<file path="config.mk">
export PLATFORM = sky130hd
export DESIGN_NAME = conv2_window_buf
export DESIGN_NICKNAME = d
export VERILOG_FILES = /design/src/rtl/conv2_window_buf.sv
export SDC_FILE = /design/constraint.sdc
export NUM_CORES = 2
export LEC_CHECK = 0
export ABC_AREA = 1
export CAP_MARGIN = 20
export CORE_UTILIZATION = 30
export CTS_CLUSTER_SIZE = 40
export DETAILED_ROUTE_END_ITERATION = 12
export HOLD_SLACK_MARGIN = 0.02
export PLACE_DENSITY = 0.48
export RECOVER_POWER = 25
export SYNTH_ARGS = -nofsm -noshare
export SYNTH_HDL_FRONTEND = slang
export SYNTH_SLANG_ARGS = --single-unit
</file>
<file path="constraint.sdc">
create_clock -name clk -period 213.6 [get_ports clk]
set_clock_uncertainty 0.05 [all_clocks]
set_input_delay 21.36 -clock clk [delete_from_list [all_inputs] [get_ports clk]]
set_output_delay 21.36 -clock clk [all_outputs]
set_load 0.01 [all_outputs]
</file>
<file path="src/rtl/conv2_window_buf.sv">
// Sliding 5x5x3 window generator for the conv2 stage.
// Turns a raster pixel stream into stride-1, unpadded windows. Each channel has a
// shift chain that spans four full rows plus five pixels. The window is taken from
// that chain with the incoming pixel in front, so a window appears one cycle after
// the beat that completes it.
module conv2_window_buf #(
    parameter int unsigned WIDTH     = 12,
    parameter int unsigned HEIGHT    = 12,
    parameter int unsigned DATA_BITS = 12
) (
    input  logic                 clk,
    input  logic                 rst,
    input  logic                 valid_in,
    input  logic [DATA_BITS-1:0] data_in1,
    input  logic [DATA_BITS-1:0] data_in2,
    input  logic [DATA_BITS-1:0] data_in3,
    output logic [DATA_BITS-1:0] data_out1_0,
    output logic [DATA_BITS-1:0] data_out1_1,
    output logic [DATA_BITS-1:0] data_out1_2,
    output logic [DATA_BITS-1:0] data_out1_3,
    output logic [DATA_BITS-1:0] data_out1_4,
    output logic [DATA_BITS-1:0] data_out1_5,
    output logic [DATA_BITS-1:0] data_out1_6,
    output logic [DATA_BITS-1:0] data_out1_7,
    output logic [DATA_BITS-1:0] data_out1_8,
    output logic [DATA_BITS-1:0] data_out1_9,
    output logic [DATA_BITS-1:0] data_out1_10,
    output logic [DATA_BITS-1:0] data_out1_11,
    output logic [DATA_BITS-1:0] data_out1_12,
    output logic [DATA_BITS-1:0] data_out1_13,
    output logic [DATA_BITS-1:0] data_out1_14,
    output logic [DATA_BITS-1:0] data_out1_15,
    output logic [DATA_BITS-1:0] data_out1_16,
    output logic [DATA_BITS-1:0] data_out1_17,
    output logic [DATA_BITS-1:0] data_out1_18,
    output logic [DATA_BITS-1:0] data_out1_19,
    output logic [DATA_BITS-1:0] data_out1_20,
    output logic [DATA_BITS-1:0] data_out1_21,
    output logic [DATA_BITS-1:0] data_out1_22,
    output logic [DATA_BITS-1:0] data_out1_23,
    output logic [DATA_BITS-1:0] data_out1_24,
    output logic [DATA_BITS-1:0] data_out2_0,
    output logic [DATA_BITS-1:0] data_out2_1,
    output logic [DATA_BITS-1:0] data_out2_2,
    output logic [DATA_BITS-1:0] data_out2_3,
    output logic [DATA_BITS-1:0] data_out2_4,
    output logic [DATA_BITS-1:0] data_out2_5,
    output logic [DATA_BITS-1:0] data_out2_6,
    output logic [DATA_BITS-1:0] data_out2_7,
    output logic [DATA_BITS-1:0] data_out2_8,
    output logic [DATA_BITS-1:0] data_out2_9,
    output logic [DATA_BITS-1:0] data_out2_10,
    output logic [DATA_BITS-1:0] data_out2_11,
    output logic [DATA_BITS-1:0] data_out2_12,
    output logic [DATA_BITS-1:0] data_out2_13,
    output logic [DATA_BITS-1:0] data_out2_14,
    output logic [DATA_BITS-1:0] data_out2_15,
    output logic [DATA_BITS-1:0] data_out2_16,
    output logic [DATA_BITS-1:0] data_out2_17,
    output logic [DATA_BITS-1:0] data_out2_18,
    output logic [DATA_BITS-1:0] data_out2_19,
    output logic [DATA_BITS-1:0] data_out2_20,
    output logic [DATA_BITS-1:0] data_out2_21,
    output logic [DATA_BITS-1:0] data_out2_22,
    output logic [DATA_BITS-1:0] data_out2_23,
    output logic [DATA_BITS-1:0] data_out2_24,
    output logic [DATA_BITS-1:0] data_out3_0,
    output logic [DATA_BITS-1:0] data_out3_1,
    output logic [DATA_BITS-1:0] data_out3_2,
    output logic [DATA_BITS-1:0] data_out3_3,
    output logic [DATA_BITS-1:0] data_out3_4,
    output logic [DATA_BITS-1:0] data_out3_5,
    output logic [DATA_BITS-1:0] data_out3_6,
    output logic [DATA_BITS-1:0] data_out3_7,
    output logic [DATA_BITS-1:0] data_out3_8,
    output logic [DATA_BITS-1:0] data_out3_9,
    output logic [DATA_BITS-1:0] data_out3_10,
    output logic [DATA_BITS-1:0] data_out3_11,
    output logic [DATA_BITS-1:0] data_out3_12,
    output logic [DATA_BITS-1:0] data_out3_13,
    output logic [DATA_BITS-1:0] data_out3_14,
    output logic [DATA_BITS-1:0] data_out3_15,
    output logic [DATA_BITS-1:0] data_out3_16,
    output logic [DATA_BITS-1:0] data_out3_17,
    output logic [DATA_BITS-1:0] data_out3_18,
    output logic [DATA_BITS-1:0] data_out3_19,
    output logic [DATA_BITS-1:0] data_out3_20,
    output logic [DATA_BITS-1:0] data_out3_21,
    output logic [DATA_BITS-1:0] data_out3_22,
    output logic [DATA_BITS-1:0] data_out3_23,
    output logic [DATA_BITS-1:0] data_out3_24,
    output logic                 valid_out_buf,
    output logic                 frame_done
);

    localparam int unsigned ChainLen = 4 * WIDTH + 5;
    localparam int unsigned CW = (WIDTH > 1) ? $clog2(WIDTH) : 1;
    localparam int unsigned RW = (HEIGHT > 1) ? $clog2(HEIGHT) : 1;
    localparam logic [CW-1:0] ColLast = CW'(WIDTH - 1);
    localparam logic [RW-1:0] RowLast = RW'(HEIGHT - 1);
    localparam logic [CW-1:0] ColMin  = CW'(4);
    localparam logic [RW-1:0] RowMin  = RW'(4);

    // chain_d is the full 4*WIDTH+5 chain as it looks after the current beat: entry 0 is the
    // incoming pixel. Only entries 0..ChainLen-2 need storing, because the oldest tap is read
    // here before it would be shifted in.
    logic [DATA_BITS-1:0] din     [3];
    logic [DATA_BITS-1:0] chain_q [3][ChainLen-1];
    logic [DATA_BITS-1:0] chain_d [3][ChainLen];
    logic [DATA_BITS-1:0] win_q   [3][25];
    logic [DATA_BITS-1:0] win_d   [3][25];

    logic [CW-1:0] col_q, col_d;
    logic [RW-1:0] row_q, row_d;
    logic          valid_q, done_q;
    logic          win_hit, frame_end;

    // Gather the channel inputs and build the post-shift view of each chain.
    always_comb begin
        din[0] = data_in1;
        din[1] = data_in2;
        din[2] = data_in3;
        for (int ch = 0; ch < 3; ch++) begin
            chain_d[ch][0] = din[ch];
            for (int i = 1; i < ChainLen; i++) begin
                chain_d[ch][i] = chain_q[ch][i-1];
            end
        end
    end

    // Window tap K = r*5+c sits (4-r) rows and (4-c) pixels behind the incoming pixel.
    always_comb begin
        for (int ch = 0; ch < 3; ch++) begin
            for (int k = 0; k < 25; k++) begin
                win_d[ch][k] = chain_d[ch][(4 - k / 5) * WIDTH + (4 - k % 5)];
            end
        end
    end

    // Raster position of the next beat, and whether this beat closes a window.
    always_comb begin
        col_d = col_q + 1'b1;
        row_d = row_q;
        if (col_q == ColLast) begin
            col_d = '0;
            row_d = (row_q == RowLast) ? '0 : row_q + 1'b1;
        end
        win_hit   = (row_q >= RowMin) && (col_q >= ColMin);
        frame_end = (row_q == RowLast) && (col_q == ColLast);
    end

    // Pixel history. It is not reset, because stale contents never reach a valid window.
    always_ff @(posedge clk) begin
        if (valid_in && !rst) begin
            for (int ch = 0; ch < 3; ch++) begin
                for (int i = 0; i < ChainLen - 1; i++) begin
                    chain_q[ch][i] <= chain_d[ch][i];
                end
            end
        end
    end

    // Counters, the registered window and the one-cycle strobes.
    always_ff @(posedge clk) begin
        if (rst) begin
            col_q   <= '0;
            row_q   <= '0;
            valid_q <= 1'b0;
            done_q  <= 1'b0;
            for (int ch = 0; ch < 3; ch++) begin
                for (int k = 0; k < 25; k++) begin
                    win_q[ch][k] <= '0;
                end
            end
        end else begin
            valid_q <= 1'b0;
            done_q  <= 1'b0;
            if (valid_in) begin
                col_q <= col_d;
                row_q <= row_d;
                if (win_hit) begin
                    valid_q <= 1'b1;
                    done_q  <= frame_end;
                    for (int ch = 0; ch < 3; ch++) begin
                        for (int k = 0; k < 25; k++) begin
                            win_q[ch][k] <= win_d[ch][k];
                        end
                    end
                end
            end
        end
    end

    assign valid_out_buf = valid_q;
    assign frame_done    = done_q;

    assign data_out1_0  = win_q[0][0];
    assign data_out1_1  = win_q[0][1];
    assign data_out1_2  = win_q[0][2];
    assign data_out1_3  = win_q[0][3];
    assign data_out1_4  = win_q[0][4];
    assign data_out1_5  = win_q[0][5];
    assign data_out1_6  = win_q[0][6];
    assign data_out1_7  = win_q[0][7];
    assign data_out1_8  = win_q[0][8];
    assign data_out1_9  = win_q[0][9];
    assign data_out1_10 = win_q[0][10];
    assign data_out1_11 = win_q[0][11];
    assign data_out1_12 = win_q[0][12];
    assign data_out1_13 = win_q[0][13];
    assign data_out1_14 = win_q[0][14];
    assign data_out1_15 = win_q[0][15];
    assign data_out1_16 = win_q[0][16];
    assign data_out1_17 = win_q[0][17];
    assign data_out1_18 = win_q[0][18];
    assign data_out1_19 = win_q[0][19];
    assign data_out1_20 = win_q[0][20];
    assign data_out1_21 = win_q[0][21];
    assign data_out1_22 = win_q[0][22];
    assign data_out1_23 = win_q[0][23];
    assign data_out1_24 = win_q[0][24];
    assign data_out2_0  = win_q[1][0];
    assign data_out2_1  = win_q[1][1];
    assign data_out2_2  = win_q[1][2];
    assign data_out2_3  = win_q[1][3];
    assign data_out2_4  = win_q[1][4];
    assign data_out2_5  = win_q[1][5];
    assign data_out2_6  = win_q[1][6];
    assign data_out2_7  = win_q[1][7];
    assign data_out2_8  = win_q[1][8];
    assign data_out2_9  = win_q[1][9];
    assign data_out2_10 = win_q[1][10];
    assign data_out2_11 = win_q[1][11];
    assign data_out2_12 = win_q[1][12];
    assign data_out2_13 = win_q[1][13];
    assign data_out2_14 = win_q[1][14];
    assign data_out2_15 = win_q[1][15];
    assign data_out2_16 = win_q[1][16];
    assign data_out2_17 = win_q[1][17];
    assign data_out2_18 = win_q[1][18];
    assign data_out2_19 = win_q[1][19];
    assign data_out2_20 = win_q[1][20];
    assign data_out2_21 = win_q[1][21];
    assign data_out2_22 = win_q[1][22];
    assign data_out2_23 = win_q[1][23];
    assign data_out2_24 = win_q[1][24];
    assign data_out3_0  = win_q[2][0];
    assign data_out3_1  = win_q[2][1];
    assign data_out3_2  = win_q[2][2];
    assign data_out3_3  = win_q[2][3];
    assign data_out3_4  = win_q[2][4];
    assign data_out3_5  = win_q[2][5];
    assign data_out3_6  = win_q[2][6];
    assign data_out3_7  = win_q[2][7];
    assign data_out3_8  = win_q[2][8];
    assign data_out3_9  = win_q[2][9];
    assign data_out3_10 = win_q[2][10];
    assign data_out3_11 = win_q[2][11];
    assign data_out3_12 = win_q[2][12];
    assign data_out3_13 = win_q[2][13];
    assign data_out3_14 = win_q[2][14];
    assign data_out3_15 = win_q[2][15];
    assign data_out3_16 = win_q[2][16];
    assign data_out3_17 = win_q[2][17];
    assign data_out3_18 = win_q[2][18];
    assign data_out3_19 = win_q[2][19];
    assign data_out3_20 = win_q[2][20];
    assign data_out3_21 = win_q[2][21];
    assign data_out3_22 = win_q[2][22];
    assign data_out3_23 = win_q[2][23];
    assign data_out3_24 = win_q[2][24];

endmodule
</file>
==> impl_metrics.json <==
{
  "cts_resized": 0,
  "path_max_fanout": 172,
  "route.detailed.drc": 0,
  "topRoutingLayerUsed": "met4",
  "setup_tns_ps": 0,
  "core_area_mm2": 0.303,
  "synthFlopType": "edfxtp_1",
  "multi_input_area_mm2": 0.00362,
  "ys_top_cells_by_count": "edfxtp_1 (2772), nor2_1 (913), inv_1 (909), buf_6 (86), nand2_1 (16)",
  "initial_core_util": 0.302,
  "finalWirelength_mm": 179,
  "die_w_um": 554,
  "synth_seq_cells": 2782,
  "drtAntennaViolNets": 0,
  "fillers": 27818,
  "syn_inst": 4740,
  "synth_fp_nets": 4781,
  "viasPerCell": 3.93,
  "synthArstFlopShare": 0,
  "yosysWarnings": 0,
  "slew_violations": 0,
  "grt_use_total": 0.114,
  "pwr-share-seq": 0.532,
  "synth_most_common_cell": "edfxtp_1",
  "clk_path_buf_depth": 4,
  "clk_latency_ps": 870,
  "crit_required_ps": 214020,
  "period_minus_slack_ps": 27600,
  "wl_met3_mm": 21.9,
  "ctsHtreeMaxLevel": 5,
  "drt-wirelength-per-cell_um": 17.7,
  "cts-root-buf": "clkbuf_16",
  "grt_max_degree": 190,
  "pre_cts_ws_ps": 184970,
  "finalHoldViolations": 0,
  "synth.avg_cell_area_um2": 19.3,
  "fin_nets": 5974,
  "vdd_drop_max_mv": 0.00690,
  "hpwl_mm": 112,
  "crit_type": "input pin to register",
  "cts_tree": "built",
  "drive_gt1_frac": 0.0781,
  "power.leakage_uw": 0.0425,
  "worst_ep_arrival_time_ps": 28020,
  "synth.top_cell.area_share": 0.910,
  "ys_top_cells_by_area": "edfxtp_1 (91%), nor2_1 (3.7%), inv_1 (3.7%)",
  "routabilityCongestion": 0.785,
  "postCtsSetupBuffers": 0,
  "clock-sinks": 2782,
  "setup_ws_ps": 186000,
  "slew_headroom": 0.234,
  "io_buffer_count": 940,
  "power_density_mw_per_mm2": 10.3,
  "pwr-share-comb": 0.026,
  "final.period_utilization": 0.129,
  "grt_antenna_before_repair": 6,
  "worst_slew_pin_slew_ps": 1150,
  "p_switching_uw": 242,
  "wl_met2_mm": 77.5,
  "start_kind": "input pin",
  "die_area_mm2": 0.307,
  "cts.clk_slew.worst_paths_ps": 60,
  "synth_cell_types": 18,
  "p_int_uw": 941,
  "synth_edf_count": 2772,
  "worstSetupEndpointType": "register",
  "wl_met1_mm": 76.3,
  "yosysSeqAreaShare": 0.912,
  "rows": 202,
  "ioPinCount": 941,
  "gr-total-overflow": 0,
  "sw_frac_of_total": 0.205,
  "die_h_um": 554,
  "synth_top_cell_by_area": "edfxtp_1",
  "firstDrtPassIters": 5,
  "hold_class": "register to register",
  "grt_pass1_vias": 40982,
  "grt_pass1_wl_mm": 265,
  "vias": 39888,
  "cts_hold_repair.buffers": 0,
  "area_delta_synth_final_pct": 26.0,
  "drtIter0Drc": 3426,
  "syn_area_mm2": 0.0915,
  "cts_buffers": 303,
  "setup_viol": 0,
  "power.share.clock": 0.442,
  "post-route-util": 0.381,
  "grt_setup_unrepaired": "false",
  "drv_cap": 0,
  "outcome": "complete, no violations",
  "fmax_mhz": 36.2,
  "seqCellArea_mm2": 0.0834
}
sequential cells by signal (all words and copies together), names as in the netlist:
register and flops:
chain_q 1872, win_q 900, col_q 4, frame_done 1
valid_out_buf 1, row_q 4
final timing paths:
kind	from	to	slack (ps)	depth (start not counted)
hold / removal	chain_q[0][120]	chain_q[0][108]	320	0
hold reg to reg	chain_q[0][120]	chain_q[0][108]	320	0
setup reg to reg	row_q[2]	win_q[0][76]	207890	10
setup / recovery	valid_in	chain_q[0][378]	186000	10
per-stage QoR:
step	instances	instance area (um^2)	hold slack, ps	power, uW
floorplan	4740	91500	350	705
detailed placement	9605	105000	355	673
finish	10149	115000	319	1180
global placement	9605	105000	350	673
CTS	10147	115000	309	1200
global route	10149	115000	320	1230
metal layers:
metal	up-vias	GRT usage
met4	0	0.0293
met1	19648	0.143
met5	-	0
met3	259	0.0622
li1	18761	-
met2	1220	0.169
placed cells by master, fill, tap and decap left out, drive strengths merged:
| master | netlist | layout |
|---|---|---|
| buf | 98 | 49 |
| dfxtp | 10 | 10 |
| inv | 910 | 922 |
| nand4 | 2 | 2 |
| nand2 | 16 | 16 |
| clkinv | 0 | 120 |
| nor3 | 2 | 2 |
| clkbuf | 3 | 362 |
| clkinvlp | 0 | 13 |
| bufinv | 0 | 35 |
| xor2 | 2 | 2 |
| clkdlybuf4s50 | 0 | 940 |
| nor2 | 913 | 913 |
| o21ai | 3 | 3 |
| nand3 | 6 | 6 |
| edfxtp | 2772 | 2772 |
| diode | 0 | 1 |
| a21oi | 1 | 1 |
| ha | 2 | 2 |
final cells by class:
type,instances,share of cell area
multi-input cells,947,0.0314
well taps,3978,0.0432
clock buffers,362,0.0680
clock inverters,180,0.0186
inverters,910,0.0296
repair buffers,989,0.0856
flip-flops and latches,2782,0.724
diodes,1,0.0000217
critical path, cell delays in order:
cell             delay (ps)
clkdlybuf4s50_1         600
inv_1                   130
nor2_4                  370
buf_12                  610
buf_4                   730
buf_4                   710
buf_4                   780
buf_4                   780
buf_4                   700
buf_4                   790
cells by family (layout without fill, tap and decap cells):
kind of cell    Yosys count  count (layout)  synth area share
compound gates            4               4          0.000219
xor+xnor                  2               2          0.000191
fa+ha+maj                 2               2          0.000273
buf+inv                1011            2441            0.0487
flops                  2782            2782             0.912
other cells               0               1                 0
simple gates            939             939            0.0387
power by group through the flow:
stage | Sequential (uW) | Clock [uW] | Combinational (uW)
finish | 630 | 522 | 31.2
floorplan | 696 | 0 | 9.20
CTS | 630 | 541 | 32.0
detailed placement | 642 | 0 | 31.9
global route | 632 | 561 | 34.0
global placement | 641 | 0 | 31.8
Note: power is estimated with default switching activity, not from simulation.
